`config.mk`:
```
export PLATFORM = sky130hd
export DESIGN_NAME = mc_ctrl_flat
export DESIGN_NICKNAME = d
export VERILOG_FILES = /design/src/rtl/mc_ctrl_if.sv /design/src/rtl/mc_ctrl.sv /design/src/flat_wrapper.sv
export SDC_FILE = /design/constraint.sdc
export NUM_CORES = 1
export LEC_CHECK = 0
export CORE_MARGIN = 1
export CORE_UTILIZATION = 54
export DETAILED_ROUTE_END_ITERATION = 7
export PLACE_DENSITY = 0.82
export SYNTH_ARGS = -nofsm -noshare
export SYNTH_HDL_FRONTEND = slang
export SYNTH_SLANG_ARGS = --single-unit
```
`constraint.sdc`:
```
create_clock -name clk -period 5.4 [get_ports clk]
set_input_delay 1.08 -clock clk [delete_from_list [all_inputs] [get_ports clk]]
set_output_delay 1.08 -clock clk [all_outputs]
set_load 0.005 [all_outputs]
```
`src/rtl/mc_ctrl_if.sv`:
```
// Control-unit bus: instruction fields and flags in, datapath controls out.
interface mc_ctrl_if;
    logic [5:0] Op;
    logic [5:0] Funct;
    logic       Zero;
    logic       Overflow;
    logic       MemReady;

    logic       MemRead;
    logic       MemWrite;
    logic       IorD;
    logic       IRWrite;
    logic       PCWrite;
    logic       RegWrite;
    logic       RegDst;
    logic       MemToReg;
    logic       ALUSrcA;
    logic       ExtZero;
    logic       Exception;
    logic [1:0] ALUSrcB;
    logic [1:0] PCSrc;
    logic [3:0] ALUCtrl;

    // Controller side
    modport master (
        input  Op, Funct, Zero, Overflow, MemReady,
        output MemRead, MemWrite, IorD, IRWrite, PCWrite, RegWrite, RegDst,
               MemToReg, ALUSrcA, ExtZero, Exception, ALUSrcB, PCSrc, ALUCtrl
    );

    // Datapath side
    modport slave (
        output Op, Funct, Zero, Overflow, MemReady,
        input  MemRead, MemWrite, IorD, IRWrite, PCWrite, RegWrite, RegDst,
               MemToReg, ALUSrcA, ExtZero, Exception, ALUSrcB, PCSrc, ALUCtrl
    );
endinterface

```
`src/rtl/mc_ctrl.sv`:
```
// Multi-cycle MIPS-subset controller. Outputs are registered from the
// next-state decode so they change cleanly on the clock edge; IRWrite and
// the overflow-suppressed RegWrite are the only input-qualified outputs.
module mc_ctrl (
    input  logic         clk,
    input  logic         rst_n,
    mc_ctrl_if.master    bus
);
    localparam int unsigned OP_W  = 6;
    localparam int unsigned ALU_W = 4;

    localparam logic [ALU_W-1:0] ALU_AND  = 4'b0000;
    localparam logic [ALU_W-1:0] ALU_OR   = 4'b0001;
    localparam logic [ALU_W-1:0] ALU_ADD  = 4'b0010;
    localparam logic [ALU_W-1:0] ALU_ADDU = 4'b0011;
    localparam logic [ALU_W-1:0] ALU_SUB  = 4'b0100;
    localparam logic [ALU_W-1:0] ALU_SUBU = 4'b0101;
    localparam logic [ALU_W-1:0] ALU_SLT  = 4'b0110;
    localparam logic [ALU_W-1:0] ALU_SLTU = 4'b0111;
    localparam logic [ALU_W-1:0] ALU_SLL  = 4'b1000;
    localparam logic [ALU_W-1:0] ALU_SRL  = 4'b1001;
    localparam logic [ALU_W-1:0] ALU_SLLV = 4'b1010;
    localparam logic [ALU_W-1:0] ALU_SRLV = 4'b1011;
    localparam logic [ALU_W-1:0] ALU_LUI  = 4'b1100;
    localparam logic [ALU_W-1:0] ALU_XOR  = 4'b1110;
    localparam logic [ALU_W-1:0] ALU_NOR  = 4'b1111;

    localparam logic [OP_W-1:0] OP_RTYPE = 6'b000000;
    localparam logic [OP_W-1:0] OP_J     = 6'b000010;
    localparam logic [OP_W-1:0] OP_BEQ   = 6'b000100;
    localparam logic [OP_W-1:0] OP_BNE   = 6'b000101;
    localparam logic [OP_W-1:0] OP_ADDI  = 6'b001000;
    localparam logic [OP_W-1:0] OP_LW    = 6'b100011;
    localparam logic [OP_W-1:0] OP_SW    = 6'b101011;

    localparam logic [OP_W-1:0] FN_ADD   = 6'b100000;
    localparam logic [OP_W-1:0] FN_SUB   = 6'b100010;

    typedef enum logic [3:0] {
        FETCH, PCINC, DECODE, EXEC, WB, MEMADR, MEMRD, MEMWB,
        MEMWR, BREQ, BRDEC, BRTGT, BRUPD, JUMP, EXC
    } state_t;

    // R-type funct -> {legal, alu op}
    function automatic logic [ALU_W:0] r_decode(input logic [OP_W-1:0] fn);
        case (fn)
            6'b100000: return {1'b1, ALU_ADD};
            6'b100001: return {1'b1, ALU_ADDU};
            6'b100010: return {1'b1, ALU_SUB};
            6'b100011: return {1'b1, ALU_SUBU};
            6'b100100: return {1'b1, ALU_AND};
            6'b100101: return {1'b1, ALU_OR};
            6'b100110: return {1'b1, ALU_XOR};
            6'b100111: return {1'b1, ALU_NOR};
            6'b101010: return {1'b1, ALU_SLT};
            6'b101011: return {1'b1, ALU_SLTU};
            6'b000000: return {1'b1, ALU_SLL};
            6'b000010: return {1'b1, ALU_SRL};
            6'b000100: return {1'b1, ALU_SLLV};
            6'b000110: return {1'b1, ALU_SRLV};
            default:   return {1'b0, ALU_AND};
        endcase
    endfunction

    // Immediate opcode -> {legal, zero-extend, alu op}
    function automatic logic [ALU_W+1:0] i_decode(input logic [OP_W-1:0] op);
        case (op)
            6'b001000: return {2'b10, ALU_ADD};
            6'b001001: return {2'b10, ALU_ADDU};
            6'b001010: return {2'b10, ALU_SLT};
            6'b001011: return {2'b10, ALU_SLTU};
            6'b001100: return {2'b11, ALU_AND};
            6'b001101: return {2'b11, ALU_OR};
            6'b001110: return {2'b11, ALU_XOR};
            6'b001111: return {2'b10, ALU_LUI};
            default:   return {2'b00, ALU_AND};
        endcase
    endfunction

    state_t            state, nst;
    logic [OP_W-1:0]   op_q, funct_q;
    logic [ALU_W:0]    r_dec;
    logic [ALU_W+1:0]  i_dec;
    logic              is_rtype;

    logic mem_read_q,  mem_read_d;
    logic mem_write_q, mem_write_d;
    logic iord_q,      iord_d;
    logic irw_en_q,    irw_en_d;
    logic pc_write_q,  pc_write_d;
    logic reg_write_q, reg_write_d;
    logic reg_dst_q,   reg_dst_d;
    logic mem_to_reg_q, mem_to_reg_d;
    logic src_a_q,     src_a_d;
    logic ext_zero_q,  ext_zero_d;
    logic exc_q,       exc_d;
    logic ovf_chk_q,   ovf_chk_d;
    logic [1:0]        src_b_q, src_b_d;
    logic [1:0]        pc_src_q, pc_src_d;
    logic [ALU_W-1:0]  alu_q, alu_d;

    // Next-state selection followed by Moore decode of the next state
    always_comb begin
        nst          = state;
        mem_read_d   = 1'b0;
        mem_write_d  = 1'b0;
        iord_d       = 1'b0;
        irw_en_d     = 1'b0;
        pc_write_d   = 1'b0;
        reg_write_d  = 1'b0;
        reg_dst_d    = 1'b0;
        mem_to_reg_d = 1'b0;
        src_a_d      = 1'b0;
        ext_zero_d   = 1'b0;
        exc_d        = 1'b0;
        ovf_chk_d    = 1'b0;
        src_b_d      = 2'b00;
        pc_src_d     = 2'b00;
        alu_d        = ALU_AND;

        r_dec    = r_decode(funct_q);
        i_dec    = i_decode(op_q);
        is_rtype = (op_q == OP_RTYPE);

        case (state)
            FETCH:  if (bus.MemReady) nst = PCINC;
            PCINC:  nst = DECODE;
            DECODE: begin
                if (is_rtype)                      nst = r_dec[ALU_W] ? EXEC : EXC;
                else if (i_dec[ALU_W+1])           nst = EXEC;
                else if (op_q == OP_LW || op_q == OP_SW)   nst = MEMADR;
                else if (op_q == OP_BEQ || op_q == OP_BNE) nst = BREQ;
                else if (op_q == OP_J)             nst = JUMP;
                else                               nst = EXC;
            end
            EXEC:   nst = WB;
            WB:     nst = (ovf_chk_q && bus.Overflow) ? EXC : FETCH;
            MEMADR: nst = (op_q == OP_LW) ? MEMRD : MEMWR;
            MEMRD:  if (bus.MemReady) nst = MEMWB;
            MEMWB:  nst = FETCH;
            MEMWR:  if (bus.MemReady) nst = FETCH;
            BREQ:   nst = BRDEC;
            BRDEC:  nst = ((op_q == OP_BEQ) ? bus.Zero : !bus.Zero) ? BRTGT : FETCH;
            BRTGT:  nst = BRUPD;
            BRUPD:  nst = FETCH;
            JUMP:   nst = FETCH;
            EXC:    nst = FETCH;
            default: nst = FETCH;
        endcase

        case (nst)
            FETCH: begin
                mem_read_d = 1'b1;
                irw_en_d   = 1'b1;
            end
            PCINC: begin
                src_b_d = 2'b01;
                alu_d   = ALU_ADDU;
            end
            DECODE: pc_write_d = 1'b1;
            EXEC: begin
                src_a_d    = 1'b1;
                src_b_d    = is_rtype ? 2'b00 : 2'b10;
                alu_d      = is_rtype ? r_dec[ALU_W-1:0] : i_dec[ALU_W-1:0];
                ext_zero_d = !is_rtype && i_dec[ALU_W];
            end
            WB: begin
                reg_write_d = 1'b1;
                reg_dst_d   = is_rtype;
                ovf_chk_d   = (is_rtype && (funct_q == FN_ADD || funct_q == FN_SUB))
                              || (op_q == OP_ADDI);
            end
            MEMADR: begin
                src_a_d = 1'b1;
                src_b_d = 2'b10;
                alu_d   = ALU_ADDU;
            end
            MEMRD: begin
                iord_d     = 1'b1;
                mem_read_d = 1'b1;
            end
            MEMWB: begin
                reg_write_d  = 1'b1;
                mem_to_reg_d = 1'b1;
            end
            MEMWR: begin
                iord_d      = 1'b1;
                mem_write_d = 1'b1;
            end
            BREQ: begin
                src_a_d = 1'b1;
                alu_d   = ALU_SUBU;
            end
            BRTGT: begin
                src_b_d = 2'b11;
                alu_d   = ALU_ADDU;
            end
            BRUPD: pc_write_d = 1'b1;
            JUMP: begin
                pc_write_d = 1'b1;
                pc_src_d   = 2'b10;
            end
            EXC: begin
                pc_write_d = 1'b1;
                pc_src_d   = 2'b11;
                exc_d      = 1'b1;
            end
            default: ;
        endcase
    end

    // State, instruction latch and registered control outputs
    always_ff @(posedge clk or negedge rst_n) begin
        if (!rst_n) begin
            state        <= FETCH;
            op_q         <= '0;
            funct_q      <= '0;
            mem_read_q   <= 1'b1;
            irw_en_q     <= 1'b1;
            mem_write_q  <= 1'b0;
            iord_q       <= 1'b0;
            pc_write_q   <= 1'b0;
            reg_write_q  <= 1'b0;
            reg_dst_q    <= 1'b0;
            mem_to_reg_q <= 1'b0;
            src_a_q      <= 1'b0;
            ext_zero_q   <= 1'b0;
            exc_q        <= 1'b0;
            ovf_chk_q    <= 1'b0;
            src_b_q      <= 2'b00;
            pc_src_q     <= 2'b00;
            alu_q        <= ALU_AND;
        end else begin
            state <= nst;
            if (state == FETCH && bus.MemReady) begin
                op_q    <= bus.Op;
                funct_q <= bus.Funct;
            end
            mem_read_q   <= mem_read_d;
            irw_en_q     <= irw_en_d;
            mem_write_q  <= mem_write_d;
            iord_q       <= iord_d;
            pc_write_q   <= pc_write_d;
            reg_write_q  <= reg_write_d;
            reg_dst_q    <= reg_dst_d;
            mem_to_reg_q <= mem_to_reg_d;
            src_a_q      <= src_a_d;
            ext_zero_q   <= ext_zero_d;
            exc_q        <= exc_d;
            ovf_chk_q    <= ovf_chk_d;
            src_b_q      <= src_b_d;
            pc_src_q     <= pc_src_d;
            alu_q        <= alu_d;
        end
    end

    // FETCH-state strobes idle at 1 under reset, so mask them with rst_n
    assign bus.MemRead   = mem_read_q && rst_n;
    assign bus.IRWrite   = irw_en_q && rst_n && bus.MemReady;
    assign bus.RegWrite  = reg_write_q && !(ovf_chk_q && bus.Overflow);
    assign bus.MemWrite  = mem_write_q;
    assign bus.IorD      = iord_q;
    assign bus.PCWrite   = pc_write_q;
    assign bus.RegDst    = reg_dst_q;
    assign bus.MemToReg  = mem_to_reg_q;
    assign bus.ALUSrcA   = src_a_q;
    assign bus.ExtZero   = ext_zero_q;
    assign bus.Exception = exc_q;
    assign bus.ALUSrcB   = src_b_q;
    assign bus.PCSrc     = pc_src_q;
    assign bus.ALUCtrl   = alu_q;

endmodule

```
`src/flat_wrapper.sv`:
```
// flat-port wrapper written by rule: the top's interface ports become plain ports
module mc_ctrl_flat 
  (clk, rst_n, bus_Op, bus_Funct, bus_Zero, bus_Overflow, bus_MemReady, bus_MemRead, bus_MemWrite, bus_IorD, bus_IRWrite, bus_PCWrite, bus_RegWrite, bus_RegDst, bus_MemToReg, bus_ALUSrcA, bus_ExtZero, bus_Exception, bus_ALUSrcB, bus_PCSrc, bus_ALUCtrl);
  mc_ctrl_if bus_i ();
  input  logic clk;
  input  logic rst_n;
  input wire logic [$bits(bus_i.Op)-1:0] bus_Op;
  input wire logic [$bits(bus_i.Funct)-1:0] bus_Funct;
  input wire logic [$bits(bus_i.Zero)-1:0] bus_Zero;
  input wire logic [$bits(bus_i.Overflow)-1:0] bus_Overflow;
  input wire logic [$bits(bus_i.MemReady)-1:0] bus_MemReady;
  output wire logic [$bits(bus_i.MemRead)-1:0] bus_MemRead;
  output wire logic [$bits(bus_i.MemWrite)-1:0] bus_MemWrite;
  output wire logic [$bits(bus_i.IorD)-1:0] bus_IorD;
  output wire logic [$bits(bus_i.IRWrite)-1:0] bus_IRWrite;
  output wire logic [$bits(bus_i.PCWrite)-1:0] bus_PCWrite;
  output wire logic [$bits(bus_i.RegWrite)-1:0] bus_RegWrite;
  output wire logic [$bits(bus_i.RegDst)-1:0] bus_RegDst;
  output wire logic [$bits(bus_i.MemToReg)-1:0] bus_MemToReg;
  output wire logic [$bits(bus_i.ALUSrcA)-1:0] bus_ALUSrcA;
  output wire logic [$bits(bus_i.ExtZero)-1:0] bus_ExtZero;
  output wire logic [$bits(bus_i.Exception)-1:0] bus_Exception;
  output wire logic [$bits(bus_i.ALUSrcB)-1:0] bus_ALUSrcB;
  output wire logic [$bits(bus_i.PCSrc)-1:0] bus_PCSrc;
  output wire logic [$bits(bus_i.ALUCtrl)-1:0] bus_ALUCtrl;
  assign bus_i.Op = bus_Op;
  assign bus_i.Funct = bus_Funct;
  assign bus_i.Zero = bus_Zero;
  assign bus_i.Overflow = bus_Overflow;
  assign bus_i.MemReady = bus_MemReady;
  assign bus_MemRead = bus_i.MemRead;
  assign bus_MemWrite = bus_i.MemWrite;
  assign bus_IorD = bus_i.IorD;
  assign bus_IRWrite = bus_i.IRWrite;
  assign bus_PCWrite = bus_i.PCWrite;
  assign bus_RegWrite = bus_i.RegWrite;
  assign bus_RegDst = bus_i.RegDst;
  assign bus_MemToReg = bus_i.MemToReg;
  assign bus_ALUSrcA = bus_i.ALUSrcA;
  assign bus_ExtZero = bus_i.ExtZero;
  assign bus_Exception = bus_i.Exception;
  assign bus_ALUSrcB = bus_i.ALUSrcB;
  assign bus_PCSrc = bus_i.PCSrc;
  assign bus_ALUCtrl = bus_i.ALUCtrl;
  mc_ctrl u_core (.clk(clk), .rst_n(rst_n), .bus(bus_i));
endmodule
```
==> results.py <==
metrics = {
    "status": {
        "run_status": "complete, no violations",
    },
    "floorplan": {
        "initial_core_util": 0.575,
        "row_count": 21,
        "floorplan.die.height_um": 62.1,
        "ios": 36,
        "die_w_um": 62.1,
        "design.core.area_mm2": 0.00339,
        "dieArea_mm2": 0.00385,
    },
    "clock_network": {
        "root_buffer": "sky130_fd_sc_hd__clkbuf_4",
        "clock_path_buffers": 2,
        "cts.hold.buffers_added": 0,
        "worst_setup_hold_path_clk_slew_ns": 0.10,
        "cts_post_setup_buffers_inserted": 0,
        "post_cts_resized": 0,
        "clk_lat_worst_skew_ns": 0.34,
        "cts.htree.levels": 2,
        "clock-sinks": 35,
        "cts_tree": "done",
        "cts_inserted_buffers": 5,
    },
    "sta": {
        "clock-skew-final_ns": 0.0133,
        "final_hold_viol_count": 0,
        "fin_worst_hold_slack_ns": 0.611,
        "tightest_slew_ns": 0.599,
        "setup_viol": 0,
        "slew-limit-headroom": 0.600,
        "totalNegativeSetupSlack_ns": 0,
        "setup_repair_after_global_routing_missed_its_margin": "no",
        "fmax_mhz": 268,
        "finalCritPeriodShare": 0.692,
        "layout_min_cycle_time_ns": 3.74,
        "drv_slew": 0,
    },
    "layout": {
        "filler_cell_count": 265,
        "layout-drive-gt1-share": 0.165,
        "layout-area-overhead-vs-synth_pct": 20.7,
        "finalCoreUtilization": 0.694,
        "n_antenna_cell": 0,
        "final_nets": 249,
    },
    "worst_setup_path": {
        "regToRegEndpoint": "u_core.bus.ALUCtrl[0]",
        "worst_r2r_path_depth": 7,
        "critical_path.max_fanout": 37,
        "worst_r2r_startpoint": "u_core.op_q[0]",
        "cp_data_arrival_time_ns": 2.66,
        "crit_type": "in2out",
        "worst-endpoint-required_ns": 4.32,
        "worst_path_slowest_cell": "sky130_fd_sc_hd__clkdlybuf4s50_1",
        "worst_path_most_repeated_cell": "sky130_fd_sc_hd__clkdlybuf4s50_1",
        "timing.reg2reg.setup_slack_ns": 2.85,
        "max_stage_delay_ns": 0.49,
        "worst_setup_path_start_kind": "primary input",
        "critical_path.cell_chain": "clkdlybuf4s50_1, buf_4, and3_1, clkdlybuf4s50_1",
        "critPathCaptureType": "output pin",
    },
    "synthesis": {
        "syn_inst": 199,
        "ys_top_cells_by_area": "sky130_fd_sc_hd__dfrtp_1, sky130_fd_sc_hd__mux2_2, sky130_fd_sc_hd__nor3_1",
        "synth-edff-count": 0,
        "synth.ff_latch_count": 35,
        "top_area_cell_type_share_of_the_netlist_area": 0.424,
        "synthDominantAreaCellType": "sky130_fd_sc_hd__dfrtp_1",
        "synth_flop_cell": "sky130_fd_sc_hd__dfrtp_1",
        "synth_area_mm2": 0.00195,
        "synth_async_sr_flop_share": 1.00,
        "synth.yosys.warnings": 0,
        "synth.yosys.seq_area_share": 0.451,
        "synth.net_count": 218,
        "synth_area_per_cell_um2": 9.80,
        "post_synth_num_cell_types": 56,
    },
    "drt": {
        "remaining_drc_errors": 0,
        "detail_route.wl_per_cell_um": 15.9,
        "routed-via-count": 1635,
        "via_per_inst": 5.90,
        "route.final.wire_length_um": 4410,
        "drt_iter0_markers": 95,
        "antenna_left": 0,
        "drt_pass1_iterations": 4,
    },
    "power": {
        "leakagePower_nw": 0.994,
        "power_share_of_the_sequential_group": 0.380,
        "p_int_w": 0.000723,
        "power_switching_w": 0.000595,
        "power.share.clock": 0.106,
        "combinational_group_share_of_total_power": 0.514,
        "power_density_mw_per_mm2": 560,
        "ir_drop_mv": 0.350,
        "sw_frac_of_total": 0.452,
    },
    "placement": {
        "gpl.final_weighted_congestion": 0.967,
        "dp.final_hpwl_um": 3100,
        "place.port_buffers": 35,
    },
    "flow_run": {
        "max_cap_violation_count": 0,
    },
    "global_route": {
        "grt_max_degree": 38,
        "grt.overflow.total": 0,
        "grt_pass1_vias": 1555,
        "groute.usage.overall": 0.264,
        "grt_first_pass_wirelength_um": 7280,
        "number_of_antenna_violations_at_the_first_check_in_global_routing": 0,
    },
    "hold_path": {
        "hold_depth": 1,
        "holdCritStartpoint": "u_core.funct_q[4]",
        "path_class_of_the_lowest_slack_min_delay_path": "reg2reg",
        "whs_endpoint": "u_core.funct_q[4]",
    },
}
[power groups by stage]
stage                     registers [W]  clock network [W]  logic (W)
after floorplan                0.000414                  0   0.000582
after global placement         0.000494                  0   0.000636
after detailed placement       0.000501                  0   0.000665
after CTS                      0.000497           0.000140   0.000672
after global routing           0.000521           0.000151   0.000750
final                          0.000501           0.000140   0.000677
[area by class of cell]
class	count	area, um2	share of cell area
Timing Repair Buffer	36	358	0.152
Clock buffer	6	41.3	0.0175
Sequential cell	35	878	0.373
Clock inverter	2	12.5	0.00532
Tap cell	46	57.6	0.0245
Inverter	12	45.0	0.0191
Multi-Input combinational cell	140	961	0.408
[critical path, delay by kind of cell]
family	cells	cell delay, ns
buffers and inverters	3	1.35
AND/OR/NAND/NOR	1	0.22
[cells by family after synthesis]
group,synth area share
multiplexers,0.0745
AO/OA/AOI/OAI,0.194
AND/OR/NAND/NOR,0.211
adder cells (fa/ha/maj),0.0128
flip-flops,0.451
buffers and inverters,0.0565
[per-stage QoR]
step / worst slack, ns / instance area [um2] / std cells / total power, W
after global placement: 1.67 / 2300 / 269 / 0.00113
after global routing: 1.51 / 2350 / 277 / 0.00142
after CTS: 1.64 / 2350 / 277 / 0.00131
after floorplan: 2.72 / 1950 / 199 / 0.000996
final: 1.66 / 2350 / 277 / 0.00132
after detailed placement: 1.64 / 2300 / 269 / 0.00117
[how the worst max path moves through the flow]
stage | slack (ns) | depth (start not counted) | endpoint | from
finish | 1.66 | 4 | bus_IRWrite | rst_n
global placement | 1.67 | 4 | bus_IRWrite | rst_n
detailed placement | 1.64 | 4 | bus_IRWrite | rst_n
CTS | 1.64 | 4 | bus_IRWrite | rst_n
global route | 1.51 | 4 | bus_IRWrite | rst_n
floorplan | 2.72 | 7 | u_core.bus.ALUSrcB[1] | bus_Zero
[registers in the layout, summed over array words and instances (netlist names)]
register	count
u_core.funct_q	6
u_core.reg_write_q	1
u_core.bus.Exception	1
u_core.bus.PCSrc	1
u_core.bus.ALUCtrl	4
u_core.bus.ALUSrcA	1
u_core.bus.ALUSrcB	2
u_core.bus.PCWrite	1
u_core.op_q	6
u_core.bus.MemWrite	1
u_core.state	4
u_core.bus.RegDst	1
u_core.irw_en_q	1
u_core.ovf_chk_q	1
u_core.bus.MemToReg	1
u_core.mem_read_q	1
u_core.bus.ExtZero	1
u_core.bus.IorD	1
[placed cells by master (no fill, tap or decap), types with 2 or more instances in the layout]
cell and instances:
sky130_fd_sc_hd__inv_1 12, sky130_fd_sc_hd__a22oi_1 2, sky130_fd_sc_hd__a21oi_1 11, sky130_fd_sc_hd__nor2_1 16, sky130_fd_sc_hd__clkdlybuf4s50_1 35, sky130_fd_sc_hd__or2_2 2, sky130_fd_sc_hd__nand3_1 8, sky130_fd_sc_hd__o211ai_1 2
sky130_fd_sc_hd__o21ai_0 11, sky130_fd_sc_hd__nand2b_1 6, sky130_fd_sc_hd__a31oi_1 4, sky130_fd_sc_hd__clkbuf_4 5, sky130_fd_sc_hd__dfrtp_1 33, sky130_fd_sc_hd__o211a_1 3, sky130_fd_sc_hd__a32oi_1 2, sky130_fd_sc_hd__nor4_1 2
sky130_fd_sc_hd__and3_1 3, sky130_fd_sc_hd__dfstp_2 2, sky130_fd_sc_hd__nor2b_1 2, sky130_fd_sc_hd__ha_1 2, sky130_fd_sc_hd__nand2_1 8, sky130_fd_sc_hd__mux2_2 12, sky130_fd_sc_hd__nor3_1 14
[per-layer routing]
metal,track usage,part of all wire
met5,0,0
met4,0.108,0.026
met2,0.418,0.47
met1,0.360,0.44
met3,0.0455,0.062
[synthesized netlist by cell type (3+ instances only)]
cell                       number
sky130_fd_sc_hd__a21oi_1       11
sky130_fd_sc_hd__a31oi_1        4
sky130_fd_sc_hd__and3_1         3
sky130_fd_sc_hd__clkbuf_1       7
sky130_fd_sc_hd__dfrtp_1       33
sky130_fd_sc_hd__inv_1         12
sky130_fd_sc_hd__mux2_2        12
sky130_fd_sc_hd__nand2_1        8
sky130_fd_sc_hd__nand2b_1       6
sky130_fd_sc_hd__nand3_1        8
sky130_fd_sc_hd__nor2_1        16
sky130_fd_sc_hd__nor3_1        14
sky130_fd_sc_hd__o211a_1        3
sky130_fd_sc_hd__o21ai_0       11
No activity file was read; power rests on OpenSTA's default activity.
